File: src/rtl/alu_pkg.sv
// Shared definitions for the ALU control decoder and the multicycle execution stage:
// operation codes, FSM state encoding and default widths.
package alu_pkg;

  localparam int DATA_WIDTH_DEF  = 32;
  localparam int SHAMT_WIDTH_DEF = 5;
  localparam int OP_WIDTH        = 4;

  // Operation codes produced by the ALU control decoder
  localparam logic [OP_WIDTH-1:0] ALU_ADD = 4'b0000;
  localparam logic [OP_WIDTH-1:0] ALU_SUB = 4'b0001;
  localparam logic [OP_WIDTH-1:0] ALU_AND = 4'b0010;
  localparam logic [OP_WIDTH-1:0] ALU_OR  = 4'b0011;
  localparam logic [OP_WIDTH-1:0] ALU_XOR = 4'b0100;
  localparam logic [OP_WIDTH-1:0] ALU_LUI = 4'b0101;
  localparam logic [OP_WIDTH-1:0] ALU_SRL = 4'b0110;
  localparam logic [OP_WIDTH-1:0] ALU_SLL = 4'b0111;

  typedef enum logic [1:0] {
    ST_IDLE  = 2'd0,
    ST_SHIFT = 2'd1,
    ST_DONE  = 2'd2
  } alu_state_t;

  // True for the op codes that take the iterative shift path
  function automatic logic is_shift(input logic [OP_WIDTH-1:0] op);
    return (op == ALU_SRL) || (op == ALU_SLL);
  endfunction

endpackage

File: src/rtl/alu_comb_core.sv
// Single-cycle ALU evaluator: ADD/SUB/AND/OR/XOR/LUI. Any other code yields 0;
// shift codes are handled by the iterative path in the top level.
module alu_comb_core
  import alu_pkg::*;
#(
  parameter int DATA_WIDTH = DATA_WIDTH_DEF
) (
  input  logic [OP_WIDTH-1:0]   i_op,
  input  logic [DATA_WIDTH-1:0] i_a,
  input  logic [DATA_WIDTH-1:0] i_b,
  output logic [DATA_WIDTH-1:0] o_result
);

  // Select the single-cycle result; add/sub wrap modulo 2^DATA_WIDTH
  always_comb begin
    // NOTE: the default assignment up front keeps every path driven, so no latch is inferred.
    o_result = '0;
    case (i_op)
      ALU_ADD: o_result = i_a + i_b;
      ALU_SUB: o_result = i_a - i_b;
      ALU_AND: o_result = i_a & i_b;
      ALU_OR:  o_result = i_a | i_b;
      ALU_XOR: o_result = i_a ^ i_b;
      ALU_LUI: o_result = i_b;
      default: o_result = '0;
    endcase
  end

endmodule

File: src/rtl/alu_multicycle.sv
// Execution stage behind the ALU control decoder. Single-cycle ops finish on the
// accepting edge; SRL/SLL iterate one bit per cycle behind a start/busy/done handshake.
module alu_multicycle
  import alu_pkg::*;
#(
  parameter int DATA_WIDTH  = DATA_WIDTH_DEF,
  parameter int SHAMT_WIDTH = SHAMT_WIDTH_DEF
) (
  input  logic                  clk,
  input  logic                  reset,
  input  logic                  start_i,
  input  logic [OP_WIDTH-1:0]   ALU_Operation_i,
  input  logic [DATA_WIDTH-1:0] A_i,
  input  logic [DATA_WIDTH-1:0] B_i,
  output logic                  busy_o,
  output logic                  done_o,
  output logic [DATA_WIDTH-1:0] ALU_Result_o,
  output logic                  Zero_o
);

  alu_state_t              r_state;
  logic [DATA_WIDTH-1:0]   r_result;
  logic [DATA_WIDTH-1:0]   r_acc;
  logic [SHAMT_WIDTH-1:0]  r_count;
  logic                    r_srl;
  logic                    r_busy;
  logic                    r_done;

  logic [DATA_WIDTH-1:0]   w_core_result;
  logic [DATA_WIDTH-1:0]   w_single_result;
  logic [DATA_WIDTH-1:0]   w_acc_next;
  logic [SHAMT_WIDTH-1:0]  w_shamt;
  logic                    w_is_shift;

  alu_comb_core #(
    .DATA_WIDTH (DATA_WIDTH)
  ) u_core (
    .i_op     (ALU_Operation_i),
    .i_a      (A_i),
    .i_b      (B_i),
    .o_result (w_core_result)
  );

  assign w_shamt    = B_i[SHAMT_WIDTH-1:0];
  assign w_is_shift = is_shift(ALU_Operation_i);

  // A shift by zero completes immediately and simply passes A through
  assign w_single_result = w_is_shift ? A_i : w_core_result;

  // One bit of shift per cycle, zero fill in both directions
  assign w_acc_next = r_srl ? (r_acc >> 1) : (r_acc << 1);

  // Control FSM with registered busy/done and the result register
  always_ff @(posedge clk or posedge reset) begin
    // NOTE: the shift accumulator and counter are reset along with control so an
    // aborted shift leaves no stale datapath state behind.
    if (reset) begin
      r_state  <= ST_IDLE;
      r_result <= '0;
      r_acc    <= '0;
      r_count  <= '0;
      r_srl    <= 1'b0;
      r_busy   <= 1'b0;
      r_done   <= 1'b0;
    end else begin
      // NOTE: non-blocking assignments make every register see the pre-edge values.
      r_done <= 1'b0;
      case (r_state)
        ST_IDLE, ST_DONE: begin
          if (start_i) begin
            if (w_is_shift && (w_shamt != '0)) begin
              r_acc   <= A_i;
              r_count <= w_shamt;
              r_srl   <= (ALU_Operation_i == ALU_SRL);
              r_busy  <= 1'b1;
              r_state <= ST_SHIFT;
            end else begin
              r_result <= w_single_result;
              r_done   <= 1'b1;
              r_state  <= ST_DONE;
            end
          end else begin
            r_state <= ST_IDLE;
          end
        end
        ST_SHIFT: begin
          r_acc   <= w_acc_next;
          r_count <= r_count - SHAMT_WIDTH'(1);
          if (r_count == SHAMT_WIDTH'(1)) begin
            r_result <= w_acc_next;
            r_busy   <= 1'b0;
            r_done   <= 1'b1;
            r_state  <= ST_DONE;
          end
        end
        default: begin
          r_busy  <= 1'b0;
          r_state <= ST_IDLE;
        end
      endcase
    end
  end

  assign busy_o       = r_busy;
  assign done_o       = r_done;
  assign ALU_Result_o = r_result;
  assign Zero_o       = (r_result == '0);

endmodule

File: config.mk
export PLATFORM = sky130hd
export DESIGN_NAME = alu_multicycle
export DESIGN_NICKNAME = d
export VERILOG_FILES = /design/src/rtl/alu_pkg.sv /design/src/rtl/alu_comb_core.sv /design/src/rtl/alu_multicycle.sv
export SDC_FILE = /design/constraint.sdc
export NUM_CORES = 1
export LEC_CHECK = 0
export CAP_MARGIN = 20
export CELL_PAD_IN_SITES_DETAIL_PLACEMENT = 0
export CELL_PAD_IN_SITES_GLOBAL_PLACEMENT = 1
export CORE_AREA = 2 2 152 154
export DETAILED_ROUTE_END_ITERATION = 6
export DIE_AREA = 0 0 154 156
export GPL_ROUTABILITY_DRIVEN = 0
export PLACE_DENSITY_LB_ADDON = 0.1
export SLEW_MARGIN = 20
export SYNTH_ARGS = -nofsm -noshare
export SYNTH_HDL_FRONTEND = slang
export SYNTH_HIERARCHICAL = 1
export SYNTH_SLANG_ARGS = --single-unit
File: constraint.sdc
create_clock -name clk -period 2.29 [get_ports clk]
set_input_delay 0.458 -clock clk [delete_from_list [all_inputs] [get_ports clk]]
set_output_delay 0.458 -clock clk [all_outputs]
set_load 0.02 [all_outputs]
==> results of run 1 <==
[synthesized netlist by cell type (3+ instances only)]
library cell	number	area, µm²
dfrtp_1	74	1850
a211oi_1	61	458
nor4_1	11	68.8
nand4_1	12	75.1
o211ai_1	34	255
o2111ai_1	3	26.3
nor2b_1	32	200
buf_1	9	33.8
o31ai_1	39	293
buf_2	10	50.1
o21ai_0	38	190
mux2_2	5	56.3
or3_1	5	31.3
nand2b_1	9	56.3
a31oi_1	6	37.5
a31o_2	3	26.3
a221oi_1	3	26.3
mux2_4	28	420
a22oi_1	29	218
or3_4	3	33.8
ha_1	98	1230
a221o_1	4	40.0
nor3_1	39	195
nand3b_1	3	22.5
o21a_1	4	30.0
a21o_1	15	113
nor2_1	83	312
xnor2_1	47	412
xor2_1	12	105
nand3_1	47	235
o21bai_1	3	22.5
clkbuf_1	50	188
nand2_1	54	203
and3_1	4	25.0
a21oi_1	65	325
inv_1	79	297
[worst max-delay path, cell delays in order]
cell and delay [ps]:
buf_6 90, or3_4 370, or3_4 360, or3_4 350
buf_6 140, nor2_4 140, nand2_2 90, nor2_4 170
buf_12 130, a21oi_2 50, xnor2_1 120, ha_1 350
a21o_1 170, buf_4 120, a211oi_1 40, or3_1 340
o21ai_0 120, o21ai_2 90, xnor2_1 170, o211ai_1 130
nand3_1 120, nand3_1 90, mux2_4 270
[metal layers]
layer  vias up  track usage, %  wire length [µm]
met5         -               0                 0
met3        20            1.78              1460
li1       4604               -                 -
met4         0            5.43               394
met2       254            43.1             14900
met1      4550            39.5             15900
[state kept, by name (all words and copies together), names as in the netlist]
register / flops
busy_o: 1
r_count: 5
ALU_Result_o: 32
done_o: 1
r_state: 2
r_srl: 1
r_acc: 32
[final timing paths]
kind / from / end / slack, ps / cells past startpoint
max: B_i[5] / ALU_Result_o[31] / -1970 / 23
min: reset / ALU_Result_o[20] / 450 / 2
max reg2reg: r_state[1] / ALU_Result_o[5] / 240 / 6
min reg2reg: r_acc[0] / r_acc[0] / 510 / 1
max in group asynchronous: reset / r_srl / 1200 / 3
min in group clk: r_acc[0] / r_acc[0] / 510 / 1
[layout make-up]
type | count | share of cell area (%)
clock buffer | 12 | 1.80
clock inverter | 4 | 0.720
inverter | 79 | 2.19
multi-input combinational | 839 | 53.0
sequential | 74 | 13.5
tap | 285 | 2.60
timing repair buffer | 416 | 26.2
[cells by family after synthesis]
group	share of synthesized area (%)
buffers and inverters	7.36
XOR/XNOR	5.99
AO/OA/AOI/OAI	26.2
adder cells (fa/ha/maj)	14.4
multiplexers	5.76
AND/OR/NAND/NOR	18.8
flip-flops	21.5
[power by group]
group	switching (mW)	internal (mW)
combinational	2.32	2.58
clock	0.551	1.10
sequential	0.553	1.90
total	3.42	5.57
[metrics by stage]
step                      power [mW]  util [%]  hold slack, ps  worst slack, ps  setup TNS (ps)
final                           8.99      61.4             447            -1970          -43410
after global routing            9.54      61.4             481            -2140          -47630
after CTS                       8.78      59.0             453            -2090          -44780
after detailed placement        6.82      53.9             499            -2780          -73850
after global placement          6.77      53.9             489            -2800          -73050
after floorplan                 4.92         -             464            -1990          -38730
[timing repair]
item	4_1_cts	5_1_grt
gates resized for setup	177	96
endpoints found under the setup margin	33	32
pin swaps	100	100
setup buffers	32	14
hold buffers	0	0
==> flow_summary.toml, run 1 <==
[status]
outcome = "complete, but fails checks"
violations = "setup timing"

[place]
dpl.cell_count = 1652
hpwlAfterDp_um = 25100
numPortBuffers = 105
dpl_cell_area_mm2 = 0.0120

[timing]
max_freq_ghz = 0.235
rsz0062_at_grt = "yes"
finalCriticalPeriod_ps = 4260
worst_slack_ps = -1970
period_share_pct = 186
hold_viol_final = 0
final_max_slew_viol_count = 0
worst_slew_pin_slew_ps = 485
slew_headroom_pct = 67.5
setup_viol = 31
clock_skew_ps = 11.0

[floorplan]
core-area_mm2 = 0.0224
start_util_pct = 38.6
ioPinCount = 106
die_y_um = 156
dieWidth_um = 154
row_count = 55
dieArea_mm2 = 0.0240

[worst_setup_path]
arrival_ps = 4480
end_kind = "flop"
start_kind = "input port"
crit_required_ps = 2510
path_max_fanout = 4
critical_path_class = "input port to flop"

[detailed_routing]
antenna_left = 0
drt_iter0_markers = 579
first_pass_iters = 5
vias = 9428
drc = 0
viasPerCell = 5.52
routed_wl_um = 32700
routedWlPerCell_um = 19.1

[clocking]
cts_buffer_depth = 2
cts_tree = "done"
cts_num_sinks = 74
root_buffer = "clkbuf_16"
cts.clk_slew.worst_paths_ps = 60
worstSkewPairLatency_ps = 330
cts_buffers = 9
h-tree-depth = 3

[synth]
syn_area_per_cell_um2 = 8.10
synthCells = 1065
ys_types = 71
yosys_warnings = 6
ys.flop_type = "dfrtp_1"
syn-num-nets = 1235
ys_ff_latch = 74
synth-seq-area-share_pct = 21.5
synth_edf_count = 0
syn_area_mm2 = 0.00862
synthArstFlopShare_pct = 100

[min_path]
hp-class = "input port to asynchronous set/reset pin"

[power]
powerDensity_mw_per_mm2 = 655
ir_drop_mv = 0.348
leakage_nw = 6.23

[final_layout]
fin_area_mm2 = 0.0137
final_nets = 1589
area_growth_pct = 59.2
multi_input_area_mm2 = 0.00728
final_cells = 1709
nFillCells = 1972
seq_area_mm2 = 0.00185
mostFrequentLayoutCell = "buf_4"
drive_gt1_share_pct = 39.3
diodes = 0
final_cell_mix = "274 x buf_4, 91 x ha_1, 86 x clkdlybuf4s50_1, 75 x inv_1, 74 x nor2_1"

[grt]
overflow = 0
grt_pass1_vias = 9134
grt_pass1_wl_um = 50500
grt_antenna_before_repair = 0
track_usage_pct = 26.8
grt_start_max_net_pins = 63

[run]
drv_cap = 0
(Power assumes the default switching activity.)
==> run 2, diff against run 1 <==
- CORE_AREA: 2 2 152 154 -> 2 2 150 152
- DIE_AREA: 0 0 154 156 -> 0 0 152 154
- SYNTH_HIERARCHICAL: 1 -> not set
==> flow_summary.toml, run 2 <==
[synth]
synth-simple-area-share_pct = 17.2
yosysTopAreaCell = "dfrtp_1"
syn-num-nets = 1213
ys.flop_type = "dfrtp_1"
ys_types = 68
synthCells = 1042
synth_compound_area_share_pct = 27.9
synth_mux_area_share_pct = 4.16
yosys-top-cells-area = "dfrtp_1 23%, ha_1 15%, nand2_1 5.7%"
synth_top_family_by_area = "compound AO/OA/AOI/OAI gates"
ys_ff_latch = 74
syn_area_per_cell_um2 = 7.80
synth_edf_count = 0
yosysTopAreaCellShare_pct = 22.8
synthArstFlopShare_pct = 100
synth.most_common_cell = "nand2_1"
syn_area_mm2 = 0.00812
synth-xor-area-share_pct = 5.93
synth-seq-area-share_pct = 22.8
synth_common_cells = "124 x nand2_1, 99 x ha_1, 94 x nor2_1"
synthAdderAreaFrac_pct = 15.5
yosys_warnings = 0

[timing]
rsz0062_at_grt = "yes"
final_max_slew_viol_count = 0
worst_slew_pin_slew_ps = 507
hold-worst-slack_ps = 502
slew_headroom_pct = 65.8
setup_viol = 29
worst_slack_ps = -1230
hold_viol_final = 0
period_share_pct = 154
clock_skew_ps = 7.66
max_freq_ghz = 0.284
finalCriticalPeriod_ps = 3520

[power]
switching_share_pct = 40.5
pwr-share-clk_pct = 16.5
leakage_nw = 6.24
p_comb_share_pct = 57.0
powerDensity_mw_per_mm2 = 592
intPower_mw = 4.86
p_total_mw = 8.18
seq_power_share_pct = 26.5
p_switching_mw = 3.31
ir_drop_mv = 0.424

[final_layout]
final_cells = 1735
drive_gt1_share_pct = 41.2
final_cell_mix = "312 x buf_4, 110 x nand2_1, 88 x ha_1, 87 x nor2_1, 83 x clkdlybuf4s50_1"
final_nets = 1621
mostFrequentLayoutCell = "buf_4"
diodes = 0
area_growth_pct = 70.1

[detailed_routing]
routed_wl_um = 36400
routedWlPerCell_um = 21.0
antenna_left = 0
drt_iter0_markers = 830
drc = 0
vias = 9805
first_pass_iters = 6
viasPerCell = 5.65

[floorplan]
die_y_um = 154
start_util_pct = 37.5
ioPinCount = 106
row_count = 54
dieWidth_um = 152
dieArea_mm2 = 0.0234
core-area_mm2 = 0.0217

[worst_setup_path]
path_max_fanout = 3
cp_cell_sequence = "buf_8, clkinv_4, nand4_1, buf_4, nor4_4, buf_4, nand2_4, o41ai_4, xnor2_1, ha_1, a21o_1, a21oi_2, or3b_4, o211ai_1, a21o_1, xnor2_1, a21oi_1, a311oi_1"
crit_family = "compound AO/OA/AOI/OAI gates"
start_kind = "input port"
end_kind = "flop"
slowest_delay_ps = 380
critical_path_class = "input port to flop"
arrival_ps = 3760
cpMaxStageDelayCell = "or3b_4"
crit_required_ps = 2530
cp_num_buf_inv = 4

[clocking]
cts_hold_buf = 0
cts_tree = "done"
worstSkewPairLatency_ps = 340
cts.clk_slew.worst_paths_ps = 60
cts_buffers = 9
cts_buffer_depth = 2
h-tree-depth = 3
root_buffer = "clkbuf_16"
cts_num_sinks = 74

[grt]
overflow = 0
grt_antenna_before_repair = 0
grt_pass1_wl_um = 54300
grt_pass1_vias = 9314
grt_start_max_net_pins = 75
track_usage_pct = 29.4

[min_path]
hp-class = "flop to flop"

[status]
outcome = "complete, but fails checks"
violations = "setup timing"

[place]
dpl.cell_count = 1677
numPortBuffers = 105
hpwlAfterDp_um = 27600
dpl_worst_slack_ps = -2040

[run]
drv_cap = 0
==> run 2: worst paths after layout <==
| kind | cells after the start | start | slack, ps | end |
|---|---|---|---|---|
| max in group asynchronous | 3 | reset | 1350 | r_acc[13] |
| max reg2reg | 8 | r_count[1] | -160 | ALU_Result_o[17] |
| min reg2reg | 1 | r_state[0] | 500 | busy_o |
| min in group asynchronous | 3 | reset | 570 | done_o |
| max | 18 | B_i[5] | -1230 | ALU_Result_o[26] |
| min | 1 | r_state[0] | 500 | busy_o |
==> run 2: worst reg2reg max path, stage by stage, from the launching register on <==
cell      delay [ps]
dfrtp_1          370
inv_1             70
ha_1             140
or4b_2           630
o22a_1           230
buf_4            230
a221o_1          290
o21ai_0          170
o221ai_2         160
==> run 2: stage by stage <==
stage / cell area [µm²] / util [%] / setup TNS, ps
CTS: 13000 / 59.9 / -26890
detailed placement: 12000 / 55.4 / -84770
floorplan: 8390 / - / -23600
global placement: 12000 / 55.4 / -82230
finish: 13800 / 63.7 / -27730
global route: 13800 / 63.7 / -31550
==> run 2: power groups by stage <==
stage	clock network (mW)	logic, mW	registers (mW)
CTS	1.37	4.23	2.16
floorplan	0	1.95	2.22
global placement	0	3.90	2.16
detailed placement	0	3.93	2.17
global route	1.42	5.00	2.22
finish	1.35	4.66	2.17
==> run 2: what timing repair did <==
item                       4_1_cts  5_1_grt
pin swaps                      111      100
setup endpoints to repair       75       44
gates resized for setup        197      127
setup buffers                   23       24
gates cloned                     0        1
==> run 2: cells by family (layout without fill, tap and decap cells) <==
family                     Yosys count  after routing
DFF                                 74             74
buffers and inverters              138            551
muxes                               31             31
adders and majority gates          100            100
AOI/OAI and AO/OA                  335            335
xor gates and xnor gates            55             55
and+or+nand+nor                    309            309
==> run 2: routing by layer <==
| layer | vias up | wire length [µm] | track usage, % | share of wire, % |
|---|---|---|---|---|
| met1 | 4750 | 17400 | 45.7 | 48 |
| met2 | 401 | 15200 | 42.3 | 42 |
| met3 | 46 | 3040 | 4.48 | 8.4 |
| li1 | 4608 | - | - | - |
| met4 | 0 | 714 | 6.68 | 2.0 |
| met5 | - | 0 | 0 | 0 |
==> run 2: final cells by class <==
class / instances / area [µm²]
inverters: 77 / 335
repair buffers: 458 / 3990
well taps: 280 / 350
clock buffers: 10 / 239
flip-flops and latches: 74 / 1850
fillers: 1847 / 7870
clock inverters: 6 / 42.5
multi-input cells: 830 / 7010
